===== src/rtl/reaction_timer_unit.sv =====
// Reaction-game timing responder: random and fixed waits on a shared 1 ms
// prescaler, plus a saturating millisecond reaction counter for the display.
module reaction_timer_chan #(
  parameter int CW = 13
) (
  input  logic          clk,
  input  logic          rst,
  input  logic          req,
  input  logic          wtick,
  input  logic [CW-1:0] load_val,
  output logic          rise,
  output logic          done
);
  logic          prev, armed;
  logic [CW-1:0] cnt;

  assign rise = req & ~prev;
  assign done = req & armed & (cnt == '0);

  // prev resets high so a request held across reset release is not a new edge
  always_ff @(posedge clk or negedge rst) begin
    if (!rst) begin
      prev  <= 1'b1;
      armed <= 1'b0;
      cnt   <= '0;
    end else begin
      prev <= req;
      if (rise) begin
        cnt   <= load_val;
        armed <= 1'b1;
      end else begin
        if (!req) armed <= 1'b0;
        if (req && cnt != '0 && wtick) cnt <= cnt - 1'b1;
      end
    end
  end
endmodule

module reaction_timer_unit #(
  parameter int TICK_DIV     = 100000,
  parameter int WAIT5_MS     = 5000,
  parameter int RWAIT_MIN_MS = 1000,
  parameter int RAND_BITS    = 11,
  parameter int LATE_MS      = 999
) (
  input  logic       clk,
  input  logic       rst,
  input  logic       rs_en,
  input  logic       start_rwait,
  input  logic       start_wait5,
  input  logic       time_clr,
  input  logic       time_en,
  output logic       rwait_done,
  output logic       wait5_done,
  output logic       time_late,
  output logic [9:0] rt_ms
);
  localparam int NUM_CH  = 2;
  localparam int RW_NEED = $clog2(RWAIT_MIN_MS + (1 << RAND_BITS));
  localparam int W5_NEED = $clog2(WAIT5_MS + 1);
  localparam int CW0     = (RW_NEED > 13) ? RW_NEED : 13;
  localparam int CW      = (W5_NEED > CW0) ? W5_NEED : CW0;
  localparam int PW      = (TICK_DIV > 1) ? $clog2(TICK_DIV) : 1;
  localparam logic [PW-1:0] TMAX = PW'(TICK_DIV - 1);

  logic [15:0]                   lfsr;
  logic [PW-1:0]                 wp, rp;
  logic                          wtick, rtick;
  logic [NUM_CH-1:0]             req, rise, done;
  logic [NUM_CH-1:0][CW-1:0]     load_val;

  assign req         = {start_wait5, start_rwait};
  assign load_val[0] = CW'(RWAIT_MIN_MS) + CW'(lfsr[RAND_BITS-1:0]);
  assign load_val[1] = CW'(WAIT5_MS);
  assign rwait_done  = done[0];
  assign wait5_done  = done[1];

  assign wtick     = (wp == TMAX);
  assign rtick     = (rp == TMAX);
  assign time_late = (rt_ms >= 10'(LATE_MS));

  genvar g;
  generate
    for (g = 0; g < NUM_CH; g++) begin : g_ch
      reaction_timer_chan #(.CW(CW)) u_ch (
        .clk      (clk),
        .rst      (rst),
        .req      (req[g]),
        .wtick    (wtick),
        .load_val (load_val[g]),
        .rise     (rise[g]),
        .done     (done[g])
      );
    end
  endgenerate

  // Taps 16,14,13,11; the load above sees the pre-shift value on the same edge.
  always_ff @(posedge clk or negedge rst) begin
    if (!rst)       lfsr <= 16'hACE1;
    else if (rs_en) lfsr <= {lfsr[14:0], lfsr[15] ^ lfsr[13] ^ lfsr[12] ^ lfsr[10]};
  end

  // Any new wait restarts the ms phase so its first tick is a full ms away.
  always_ff @(posedge clk or negedge rst) begin
    if (!rst)                wp <= '0;
    else if (|rise || wtick) wp <= '0;
    else                     wp <= wp + 1'b1;
  end

  always_ff @(posedge clk or negedge rst) begin
    if (!rst)                           rp <= '0;
    else if (time_clr || !time_en || rtick) rp <= '0;
    else                                rp <= rp + 1'b1;
  end

  always_ff @(posedge clk or negedge rst) begin
    if (!rst)                                      rt_ms <= '0;
    else if (time_clr)                             rt_ms <= '0;
    else if (time_en && rtick && rt_ms != 10'h3FF) rt_ms <= rt_ms + 1'b1;
  end
endmodule


===== config.mk =====
export PLATFORM = sky130hd
export DESIGN_NAME = reaction_timer_unit
export DESIGN_NICKNAME = d
export VERILOG_FILES = /design/src/rtl/reaction_timer_unit.sv
export SDC_FILE = /design/constraint.sdc
export NUM_CORES = 1
export LEC_CHECK = 0
export BUFFER_PORTS_ARGS = -buffer_cell sky130_fd_sc_hd__buf_2
export CELL_PAD_IN_SITES_DETAIL_PLACEMENT = 1
export CELL_PAD_IN_SITES_GLOBAL_PLACEMENT = 2
export CORE_MARGIN = 2
export CORE_UTILIZATION = 40
export DETAILED_ROUTE_END_ITERATION = 12
export HOLD_SLACK_MARGIN = 0.05
export PLACE_DENSITY_LB_ADDON = 0.05
export SYNTH_ARGS = -nofsm -noshare
export SYNTH_HDL_FRONTEND = slang
export SYNTH_SLANG_ARGS = --single-unit

===== constraint.sdc =====
create_clock -name clk -period 3.1 [get_ports clk]
set_clock_uncertainty 0.15 [all_clocks]
set_input_delay 0.155 -clock clk [delete_from_list [all_inputs] [get_ports clk]]
set_output_delay 0.155 -clock clk [all_outputs]
set_load 0.01 [all_outputs]

; Word level (Yosys, flattened, before mapping)
; Cells that the tools add are included.
[totals]
regBits = 90
inputBits = 7
out_inout_bits = 13
[classes]
addsub = 6
order_cmp = 1
n_eq_ne = 5
mux = 12
n_bitwise = 11
reduce_logical = 18
[op_table]
columns = cell, n
row1 = two-way mux 13 bit, 4
row2 = "adder 17 x 1 -> 17 bit, second input constant", 2
row3 = "== test 17 bit, second input constant", 2
row4 = two-way mux 17 bit, 2
row5 = logical NOT 13 bit, 2
row6 = nonzero test 13 bit, 2
row7 = "subtractor 13 x 1 -> 13 bit, second input constant", 2
row8 = two-way mux 10 bit, 2
row9 = "adder 10 x 11 -> 12 bit, first input constant", 1
row10 = "adder 10 x 1 -> 10 bit, second input constant", 1
row11 = ">= comparator 10 bit, second input constant", 1
row12 = "!= test 10 bit, second input constant", 1
row13 = AND 1 bit, 6
row14 = logical AND 1 bit, 6
row15 = nonzero test 2 bit, 3
row16 = two-way mux 1 bit, 4
row17 = "!= test 2 x 1 -> 1 bit, second input constant", 2
row18 = logical OR 1 bit, 3
row19 = XOR 1 bit, 3
row20 = inverter 1 bit, 2
row21 = OR reduction 2 bit, 1
row22 = logical NOT 1 bit, 1

; Longest topological paths before layout
[logic_depth]
word_depth = 5
ltp_mapped = 7

; Hierarchy
; From an unflattened synthesis, not the netlist that was laid out.
[hier_totals]
hier_cells = 485
area_unflattened_um2 = 4810.9
[modules_own_cells]
columns = module, n_inst, cells_per_inst, area_each_um2
row1 = reaction_timer_unit, 1, 285, 2959.1
row2 = reaction_timer_chan, 2, 100, 925.9

; Worst setup path before layout
; Ideal clock, no wire load.
[synth_timing]
path_kind = register to register
from = register wp[14]
to = register g_ch[1].u_ch.cnt[4]
setup_time_ns = 0.077
arrival_time_ns = 2.427
required_ns = 2.873
path_slack_ns = 0.446
path_stages_with_launch = 6
n_path_buf = 0
synth_period_minus_slack_ns = 2.654
path_cell_list = dfrtp_1 or4_1 or4_4 or4b_4 or3_1 a21oi_1
[synth_between]
elab_chain_cells = 3
[synth_lines]
columns = element, line_no
row1 = from (decl), 67  ; logic [PW-1:0] wp, rp;
row2 = from (signal assigned), 107  ; else wp <= wp + 1'b1;
row3 = == test 17 bit, 78  ; assign wtick = (wp == TMAX);
row4 = logical AND 1 bit, 33  ; if (req && cnt != '0 && wtick) cnt <= cnt - 1'b1;
row5 = nonzero test 2 bit (no source line), n/a
row6 = to (signal assigned), 29  ; cnt <= load_val;
row7 = to (signal assigned), 33
row8 = to (decl), 15  ; logic [CW-1:0] cnt;
; Every way passes these cells.
; A chain may end at the register's enable or synchronous reset.

; Worst setup path in the final report
[layout_timing]
from = register wp[11]
to = register g_ch[1].u_ch.cnt[4]
; The elaborated chain is that of the path after synthesis.

==> impl_metrics.env <==
export IMPL_run_status="finished, final reports clean"
export IMPL_drive_gt1_frac=0.152
export IMPL_insertedDiodeCount=0
export IMPL_type_of_the_worst_setup_path="reg2reg"
export IMPL_maxCapViolCount=0
export IMPL_drt_antenna_violating_nets=0
export IMPL_final_area_um2=5400
export IMPL_placement_io_buffers=19
export IMPL_vias=3760
export IMPL_use_met2=0.308
export IMPL_power_density_nw_per_um2=617
export IMPL_die_area_um2=12700
export IMPL_insertion_delay_ns=0.34
export IMPL_synth_seq_area_share=0.479
export IMPL_detailedPlacementHpwl_um=7750
export IMPL_reg2reg_from="wp[11]"
export IMPL_r2r_cells=5
export IMPL_ys_warnings_count=0
export IMPL_final_net_count=538
export IMPL_ys_seq_elements=90
export IMPL_critical_path_max_fanout=6
export IMPL_top_ports=20
export IMPL_timing_final_crit_period_ns=2.78
export IMPL_use_met3=0.0252
export IMPL_met1_usage=0.252
export IMPL_rsz0062_at_grt="false"
export IMPL_fmax_ghz=0.360
export IMPL_grt_max_degree=48
export IMPL_tritoncts_num_buffers=9
export IMPL_first_global_vias=3917
export IMPL_mostFrequentLayoutCells="sky130_fd_sc_hd__dfrtp_1 (80), sky130_fd_sc_hd__nor2_1 (63), sky130_fd_sc_hd__nand2_1 (34)"
export IMPL_nFillCells=1298
export IMPL_clock_tree_htree_level_count=3
export IMPL_number_of_instances_in_the_synthesized_netlist=491
export IMPL_worst_setup_hold_path_clk_slew_ns=0.07
export IMPL_cts_path_max_buffers=2
export IMPL_timing_max_slew_rel_slack=0.509
export IMPL_holdCritStartpoint="time_en"
export IMPL_final_max_slew_viol_count=0
export IMPL_gp_routability_congestion=0.807
export IMPL_place_area_um2=5050
export IMPL_synthesis_nets=506
export IMPL_area_growth_synth_to_final_pct=14.2
export IMPL_cp_endpoint="g_ch[1].u_ch.cnt[4]"
export IMPL_final_hold_worst_slack_ns=0.0766
export IMPL_cts_sink_count=90
export IMPL_timing_reg2reg_setup_slack_ns=0.32
export IMPL_dieWidth_um=113
export IMPL_grt_busiest_layer="met2"
export IMPL_synth_async_sr_flop_share=1.00
export IMPL_core_area_um2=11500
export IMPL_synth_area_per_cell_um2=9.63
export IMPL_power_static_leakage_uw=0.00220
export IMPL_post_route_fraction_of_the_period_consumed_by_the_critical_path=0.896
export IMPL_die_h_um=113
export IMPL_synth_cell_area_um2=4730
export IMPL_globalRouteOverflowTotal=0
export IMPL_worst_hold_path_type="in2reg"
export IMPL_synth_edff_count=0
export IMPL_drt_iter0_drc=227
export IMPL_cts_setup_buffers=0
export IMPL_synth_lib_cells_used_distinct=60
export IMPL_drt_wl_total_um=10900
export IMPL_root_buffer="sky130_fd_sc_hd__clkbuf_16"
export IMPL_timing_worst_slew_pin_value_ns=0.734
export IMPL_route_detailed_drc=0
export IMPL_ir_drop_mv=0.293
export IMPL_grt_total_usage=0.186
export IMPL_wl_per_cell_um=16.3
export IMPL_cts_resized=0
export IMPL_cts_hold_buffers=4
export IMPL_crit_start="wp[11]"
export IMPL_initial_antenna_violation_count=0
export IMPL_placementRows=39
export IMPL_postSynth_topFlopCell="sky130_fd_sc_hd__dfrtp_1"
export IMPL_final_setup_viol_count=0
export IMPL_setup_tns_ns=0
export IMPL_drt_pre_antenna_iters=4
export IMPL_vias_per_cell=5.60
export IMPL_report_final_hold_viol_count=0
export IMPL_most_common_cell_after_layout_fill_and_taps_aside="sky130_fd_sc_hd__dfrtp_1"
export IMPL_worst_r2r_endpoint="g_ch[1].u_ch.cnt[4]"
export IMPL_worstPathRequired_ns=3.21
export IMPL_wire_length_of_the_first_global_routing_pass_um=19300
export IMPL_critPathLaunchType="register"
export IMPL_worstSetupEndpointType="register"
export IMPL_initial_core_util=0.412
export IMPL_tritoncts="done"
export IMPL_arrival_ns=2.89
## power breakdown
| part | internal (uW) | switching [uW] | leakage (uW) |
|---|---|---|---|
| combinational | 291 | 274 | 0.000905 |
| clock | 672 | 470 | 0.000152 |
| sequential | 1400 | 224 | 0.00114 |
| total | 2360 | 968 | 0.00220 |
## critical path, cell delays in order (launching register included)
cell and delay, ns:
sky130_fd_sc_hd__dfrtp_1 0.43, sky130_fd_sc_hd__or4_1 0.54, sky130_fd_sc_hd__or4_4 0.60, sky130_fd_sc_hd__or4b_4 0.53, sky130_fd_sc_hd__or3_1 0.32, sky130_fd_sc_hd__a21oi_1 0.14
## synthesized netlist by cell type (6+ instances only)
library cell,number,share of area
sky130_fd_sc_hd__mux2_2,16,0.038
sky130_fd_sc_hd__inv_1,24,0.019
sky130_fd_sc_hd__a21oi_1,22,0.023
sky130_fd_sc_hd__xor2_1,16,0.030
sky130_fd_sc_hd__nor4_1,12,0.016
sky130_fd_sc_hd__nor2_1,63,0.050
sky130_fd_sc_hd__nand3_1,32,0.034
sky130_fd_sc_hd__ha_1,8,0.021
sky130_fd_sc_hd__dfrtp_1,80,0.42
sky130_fd_sc_hd__nand2b_1,6,0.0079
sky130_fd_sc_hd__nand2_1,34,0.027
sky130_fd_sc_hd__nand4_1,16,0.021
sky130_fd_sc_hd__dfstp_2,10,0.056
sky130_fd_sc_hd__nor3_1,17,0.018
sky130_fd_sc_hd__or3_1,7,0.0093
sky130_fd_sc_hd__clkbuf_1,11,0.0087
sky130_fd_sc_hd__and3_1,7,0.0093
sky130_fd_sc_hd__xnor2_1,25,0.046
sky130_fd_sc_hd__o21ai_0,13,0.014
## metrics by stage
stage / power [uW] / worst slack, ns / utilization / instances
after global placement: 2180 / 0.365 / 0.440 / 651
after detailed placement: 2220 / 0.330 / 0.440 / 651
final: 3330 / 0.323 / 0.471 / 671
after global routing: 3550 / 0.174 / 0.471 / 671
after CTS: 3380 / 0.308 / 0.471 / 671
after floorplan: 2010 / 0.446 / - / 491
## state kept, by name, indices dropped and copies added (netlist names)
| signal | flops |
|---|---|
| lfsr | 16 |
| rp | 17 |
| g_ch.u_ch.armed | 2 |
| g_ch.u_ch.cnt | 26 |
| wp | 17 |
| rt_ms | 10 |
| g_ch.u_ch.prev | 2 |
## logic make-up (layout without fill, tap and decap cells)
family / Yosys count / after routing / synth area share
simple gates: 225 / 225 / 0.249
buf+inv: 36 / 73 / 0.0286
flops: 90 / 90 / 0.479
mux: 18 / 18 / 0.0424
xor+xnor: 41 / 41 / 0.0760
compound gates: 73 / 73 / 0.104
fa+ha+maj: 8 / 8 / 0.0212
## worst min path at each step
stage,endpoint,slack [ns],depth (start not counted)
floorplan,g_ch[0].u_ch.armed,-0.29,0
global placement,lfsr[1],0.04,1
detailed placement,lfsr[2],0.05,1
CTS,rp[4],0.07,3
global route,rp[4],0.08,3
finish,rp[4],0.08,3
## per-layer routing
layer / vias to the layer above / share of wire
met5: - / 0
met4: 0 / 0.011
met3: 9 / 0.023
met2: 39 / 0.48
met1: 1869 / 0.48
li1: 1843 / -
## area by class of cell
type	count	area (um^2)	area share
Clock buffer	11	253	0.0468
Clock inverter	5	60.1	0.0111
Inverter	24	90.1	0.0167
Multi-Input combinational cell	365	2330	0.431
Sequential cell	90	2260	0.419
Tap cell	143	179	0.0331
Timing Repair Buffer	33	225	0.0417
Note: power is estimated with default switching activity, not from simulation.
